File: config.mk
export PLATFORM = sky130hd
export DESIGN_NAME = pipelined_barrel_shifter
export DESIGN_NICKNAME = d
export VERILOG_FILES = /design/src/rtl/pipelined_barrel_shifter.sv
export SDC_FILE = /design/constraint.sdc
export NUM_CORES = 1
export LEC_CHECK = 0
export BUFFER_PORTS_ARGS = -buffer_cell sky130_fd_sc_hd__buf_2
export CAP_MARGIN = 40
export CORE_ASPECT_RATIO = 0.5
export CORE_MARGIN = 3
export CORE_UTILIZATION = 65
export CTS_CLUSTER_SIZE = 28
export DETAILED_ROUTE_END_ITERATION = 6
export HOLD_SLACK_MARGIN = 0.03
export PLACE_DENSITY = 0.87
export RECOVER_POWER = 25
export SLEW_MARGIN = 10
export SYNTH_ARGS = -nofsm -noshare
export SYNTH_HDL_FRONTEND = slang
export SYNTH_SLANG_ARGS = --single-unit
File: constraint.sdc
create_clock -name clock -period 2.7 [get_ports clock]
set_clock_uncertainty 0.2 [all_clocks]
set_input_delay 0.27 -clock clock [delete_from_list [all_inputs] [get_ports clock]]
set_output_delay 0.27 -clock clock [all_outputs]
set_load 0.005 [all_outputs]
File: src/rtl/pipelined_barrel_shifter.sv
// Pipelined barrel shifter (SLL/SRL/SRA/ROR) with tag passthrough and a valid/ready stall.
// Optional macro SHIFTER_OVERFLOW_EN adds out_ovf, the signed-overflow flag for SLL.
module pipelined_barrel_shifter #(
   parameter int unsigned WIDTH     = 32,
   parameter int unsigned REG_EVERY = 2,
   parameter int unsigned TAG_W     = 5
) (
   input  logic                     clock,
   input  logic                     reset_n,
   input  logic                     in_valid,
   output logic                     in_ready,
   input  logic [WIDTH-1:0]         in_data,
   input  logic [$clog2(WIDTH)-1:0] in_shamt,
   input  logic [1:0]               in_op,
   input  logic [TAG_W-1:0]         in_tag,
   output logic                     out_valid,
   input  logic                     out_ready,
   output logic [WIDTH-1:0]         out_data,
`ifdef SHIFTER_OVERFLOW_EN
   output logic                     out_ovf,
`endif
   output logic [TAG_W-1:0]         out_tag
);

   localparam int unsigned LEVELS = $clog2(WIDTH);
   localparam int unsigned STAGES = (LEVELS + REG_EVERY - 1) / REG_EVERY;
   localparam logic [WIDTH-1:0] ONES = '1;
   localparam logic [1:0] OP_SLL = 2'b00;
   localparam logic [1:0] OP_SRL = 2'b01;
   localparam logic [1:0] OP_SRA = 2'b10;

   typedef struct packed {
      logic              valid;
      logic [1:0]        op;
      logic              sign;
`ifdef SHIFTER_OVERFLOW_EN
      logic              ovf;
`endif
      logic [LEVELS-1:0] shamt;
      logic [TAG_W-1:0]  tag;
      logic [WIDTH-1:0]  data;
   } stage_t;

   stage_t                in_s;
   stage_t [LEVELS-1:0]   lv;
   stage_t [STAGES-1:0]   stg_q;
   stage_t                tail;
   logic                  advance;
   logic                  unused_tail;

   // A stalled output freezes the whole pipe; a free or empty output lets every stage move.
   assign tail      = stg_q[STAGES-1];
   assign advance   = out_ready | ~tail.valid;
   assign in_ready  = advance;
   assign out_valid = tail.valid;
   assign out_data  = tail.data;
   assign out_tag   = tail.tag;
`ifdef SHIFTER_OVERFLOW_EN
   assign out_ovf   = tail.ovf;
`endif
   assign unused_tail = ^{tail.op, tail.sign, tail.shamt};

   // The SRA fill bit is captured once here and travels with the operand.
   always_comb begin
      in_s       = '0;
      in_s.valid = in_valid;
      in_s.op    = in_op;
      in_s.sign  = in_data[WIDTH-1];
      in_s.shamt = in_shamt;
      in_s.tag   = in_tag;
      in_s.data  = in_data;
   end

   for (genvar k = 0; k < LEVELS; k++) begin : g_lvl
      localparam int unsigned B  = LEVELS - 1 - k;
      localparam int unsigned SH = 1 << B;
      stage_t cur;
      stage_t nxt;

      if (k == 0) begin : g_src_in
         assign cur = in_s;
      end else if (k % REG_EVERY == 0) begin : g_src_reg
         assign cur = stg_q[k / REG_EVERY - 1];
      end else begin : g_src_lvl
         assign cur = lv[k-1];
      end

      // One mux level: conditional shift by SH, largest amounts first.
      always_comb begin
         nxt = cur;
         if (cur.shamt[B]) begin
            case (cur.op)
               OP_SLL: begin
                  nxt.data = cur.data << SH;
`ifdef SHIFTER_OVERFLOW_EN
                  nxt.ovf  = cur.ovf
                           | (|((cur.data ^ {WIDTH{cur.sign}}) & ~(ONES >> SH)))
                           | (cur.data[WIDTH-1-SH] ^ cur.sign);
`endif
               end
               OP_SRL:  nxt.data = cur.data >> SH;
               OP_SRA:  nxt.data = (cur.data >> SH) | ({WIDTH{cur.sign}} & ~(ONES >> SH));
               default: nxt.data = (cur.data >> SH) | (cur.data << (WIDTH - SH));
            endcase
         end
      end

      assign lv[k] = nxt;
   end

   for (genvar s = 0; s < STAGES; s++) begin : g_stg
      localparam int unsigned SPAN_END = (s + 1) * REG_EVERY;
      localparam int unsigned LAST     = ((SPAN_END < LEVELS) ? SPAN_END : LEVELS) - 1;
      stage_t q;

      always_ff @(posedge clock or negedge reset_n) begin
         if (!reset_n) begin
            q <= '0;
         end else if (advance) begin
            q <= lv[LAST];
         end
      end

      assign stg_q[s] = q;
   end

endmodule

# Yosys cells after proc, flatten, opt, wreduce, memory -nomap -nowiden
# Cells that the tools add are included.
# totals
reg_bits,124
# op_classes
n_eq_ne,6
mux,10
bitwise,12
n_reduce_logical,3
# op_table
cell,n
32-bit case mux with 3 select lines,5
32-bit two-way mux,5
16-bit by 32-bit bitwise OR with 32-bit output,2
24-bit by 32-bit bitwise OR with 32-bit output,2
28-bit by 32-bit bitwise OR with 32-bit output,2
30-bit by 32-bit bitwise OR with 32-bit output,2
31-bit by 32-bit bitwise OR with 32-bit output,2
"2-bit by 1-bit equality test with 1-bit output, second input constant",3
"2-bit equality test, second input constant",3
2-bit logical NOT,3
1-bit NOT,1
1-bit bitwise OR,1

# Depth between registers and ports, before layout
# logic_depth
word_depth,6
mapped_depth,7
depth_no_buf,5

# Worst setup path after synthesis
# No wires, ideal clock.
# synth_path
kind,reg-to-output
startpoint,reg g_stg[2].q (netlist bit out_valid)
endpoint,out in_ready
t_arrival_ns,1.287
required_time_ns,2.230
setup_slack_ns,0.943
stages_incl_launch_ff,6
path_buffers,3
cell_sequence,dfrtp_1 > nor2b_1 > buf_2 > clkinv_1 > clkbuf_1 > clkbuf_1
# synth_between
elab_chain_len,2
# synth_lines
item,line_no,source
"start, declared",114,stage_t q;
"start signal, assigned",120,q <= lv[LAST];
1-bit NOT,53,assign advance = out_ready | ~tail.valid;
1-bit bitwise OR,53,
"end, declared",11,"output logic in_ready,"
# No other way between the ends.

# Worst setup path after layout
# Same ends and word-level chain as after synthesis.

==> summary.txt <==
STA
  • Fin Setup TNS: 0 ps
  • Final setup viols: 0
  • Final Max Tran Viols: 0
  • RSZ-0062 raised after global routing: no
  • F_max: 0.437 GHz
  • Final Hold Fails: 0
  • Period utilisation layout: 84.7%
  • Minimum clock period: 2290 ps
  • Relative slew slack: 17.9%
  • Worst-Margin Slew: 1230 ps

Min path
  • Hold Path Class: primary input to flop

Power
  • Max IR drop VDD: 0.000726 V
  • Final Power: 9.72 mW
  • Leak: 4.13 nW
  • PwrDens: 1040 mW/mm^2

Placement
  • Number of port buffers: 86
  • Final HPWL from detailed placement: 16,300 microns
  • GP Congestion: 0.980
  • Cells after DPL: 1,181

Synth
  • Distinct cells, synth: 52
  • Cell Area, Synth: 0.00819 sq mm
  • Async S/R FF share, synth: 100%
  • Avg Inst Size Synth: 8.18 sq um
  • Syn. warnings: 0
  • Synthesis-stage register bit count: 124
  • Ys flop type: dfrtp_1
  • Seq/Total Area, Yosys: 37.9%
  • Post-Syn Nets: 1,049
  • Post-Syn Instances: 1,001
  • Post-synth EDFFs: 0

Layout
  • Syn-to-layout area delta: 14.6%
  • Leading cell type in the layout, fill and taps excluded: nand2_1
  • Fraction of final layout cells with drive strength greater than 1: 15.9%
  • Most frequent cells in the layout: 155 x nand2_1, 122 x dfrtp_1, 106 x nor2_1
  • Layout fillers: 856
  • Layout Nets: 1,095
  • Final Non-Filler Cells: 1,226

CTS
  • TritonCTS Buffers: 17
  • Clk sink count: 124
  • Root buf cell: clkbuf_16
  • CTS resizes: 0
  • Clk_lat worst skew: 420 ps
  • Clock Path Buffers: 2
  • Clock-pin slew on the worst setup and hold paths: 60 ps
  • CTS H-Tree Depth: 4
  • TritonCTS clock tree: built

Worst setup path
  • Top delay family on crit path: buffers and inverters
  • CP Capture Type: output port
  • CP Class: flop to output port
  • Critical Path AT: 1820 ps
  • Max incr delay on CP: 360 ps
  • Critical Path Start Type: flop
  • Crit path max fanout: 50
  • Worst Path Required: 2230 ps
  • Slowest-stage cell, CP: clkinv_2
  • CP bufs+invs: 3
  • Crit-path cells: nor2b_4, clkinv_2, buf_12, buf_2

Drt
  • DR iter-0 viols: 1,215
  • Routed vias: 8,329
  • Final WL: 24,400 microns
  • WL/cell: 19.9 microns
  • Avg Vias per Cell: 6.79
  • TritonRoute pass-1 iters: 7
  • Drt drc: 1
  • ANT nets after route: 0

Floorplan
  • Std-Cell Core Area: 0.0121 sq mm
  • Die Y: 85.4 microns
  • Row count: 28
  • Io pins: 87
  • Die Wd: 165 microns
  • Starting Density: 68.0%
  • DIE AREA: 0.0141 sq mm

Status
  • Run status: finished, violations left
  • Failing checks: design-rule violations

GRT
  • First-pass GRT wire length: 39,700 microns
  • Initial antenna violation count: 0
  • Total track usage: 35.5%
  • Vias in the first global route: 7,464
  • Largest net degree at the start of global routing: 115
  • Grt ovf: 0

Run
  • Max_cap viols: 0
## worst paths after layout
| check | from | endpoint | slack (ps) | depth (start not counted) |
|---|---|---|---|---|
| min reg2reg | g_lvl[2].cur[32]$_DFFE_PN0P_ | g_lvl[2].cur[32]$_DFFE_PN0P_ | 260 | 2 |
| max | out_valid$_DFFE_PN0P_ | in_ready | 410 | 4 |
| min | in_data[30] | g_lvl[2].cur[30]$_DFFE_PN0P_ | 40 | 3 |
| max in group asynchronous | reset_n | out_data[22]$_DFFE_PN0P_ | 890 | 3 |
| max reg2reg | g_lvl[2].cur[39]$_DFFE_PN0P_ | g_lvl[4].cur[9]$_DFFE_PN0P_ | 660 | 5 |
| min in group asynchronous | reset_n | out_data[26]$_DFFE_PN0P_ | 440 | 2 |
## cell usage after synthesis, types with 5 or more instances
library cell / count / share of area, %
inv_1: 12 / 0.55
buf_1: 5 / 0.23
or3b_1: 11 / 1.2
a21oi_1: 78 / 4.8
nand2b_1: 16 / 1.2
a21o_1: 38 / 3.5
a311oi_1: 49 / 5.2
nor3_1: 20 / 1.2
nand2_1: 155 / 7.1
nand3_1: 10 / 0.61
o22ai_1: 21 / 1.6
a221o_1: 6 / 0.73
o221a_2: 7 / 0.96
a31oi_1: 18 / 1.4
clkbuf_1: 57 / 2.6
o22a_1: 8 / 0.86
o221ai_1: 12 / 1.3
o21ai_0: 71 / 4.3
nor2b_1: 13 / 0.99
mux2i_1: 35 / 4.3
buf_6: 5 / 0.69
a221oi_1: 14 / 1.5
buf_2: 28 / 1.7
o21a_1: 9 / 0.82
or3b_4: 13 / 1.8
nor2_1: 106 / 4.9
a211oi_1: 17 / 1.6
dfrtp_1: 124 / 38
## repair_timing
action | in CTS | in global routing
buffers inserted | 0 | 0
endpoints found under the hold margin | 57 | 0
hold buffers | 12 | 0
## kinds of logic (layout without fill, tap and decap cells)
group           Yosys count  in the layout  synth area share [%]
other cells               0              1                     0
simple gates            360            360                  20.5
mux                      37             37                  4.55
buf+inv                 111            170                  6.11
compound gates          369            369                  30.9
flops                   124            124                  37.9
## power breakdown
group | internal, mW | switching (mW)
combinational | 1.64 | 2.31
clock | 1.46 | 0.870
sequential | 2.63 | 0.804
## sequential cells by signal (all words and copies together), names as in the netlist
name	flops
g_lvl.cur	86
out_tag	5
out_data	32
out_valid	1
## through the flow
step / worst slack (ps) / area (sq um) / hold WS (ps) / utilization [%]
floorplan: 943 / 8190 / -226 / -
global placement: 605 / 8680 / 127 / 72.0
detailed placement: 559 / 8680 / 133 / 72.0
CTS: 446 / 9400 / 31.7 / 78.0
global route: 357 / 9380 / 34.5 / 77.9
finish: 412 / 9390 / 35.2 / 77.9
## worst register-to-register path: stages, from the launching register on
cell,delay (ps)
dfrtp_2,520
nand2b_1,470
buf_4,270
a21oi_1,50
nor3_1,290
a21oi_1,120
## final cells by class
class / count / area (sq um) / area share, %
diodes: 1 / 2.50 / 0.0267
clock buffers: 19 / 433 / 4.61
clock inverters: 13 / 168 / 1.79
inverters: 13 / 50.0 / 0.533
multi-input cells: 766 / 4590 / 49.0
flip-flops and latches: 124 / 3110 / 33.1
well taps: 165 / 206 / 2.20
repair buffers: 125 / 826 / 8.80
## per-layer routing
layer  GRT usage (%)  up-vias  part of all wire, %
met5               0        -                    0
met4            8.52        0                  1.2
met2            52.5      582                   43
met3            8.48       42                   12
li1                -     3796                    -
met1            52.8     3909                   44
No activity file was read; power rests on OpenSTA's default activity.
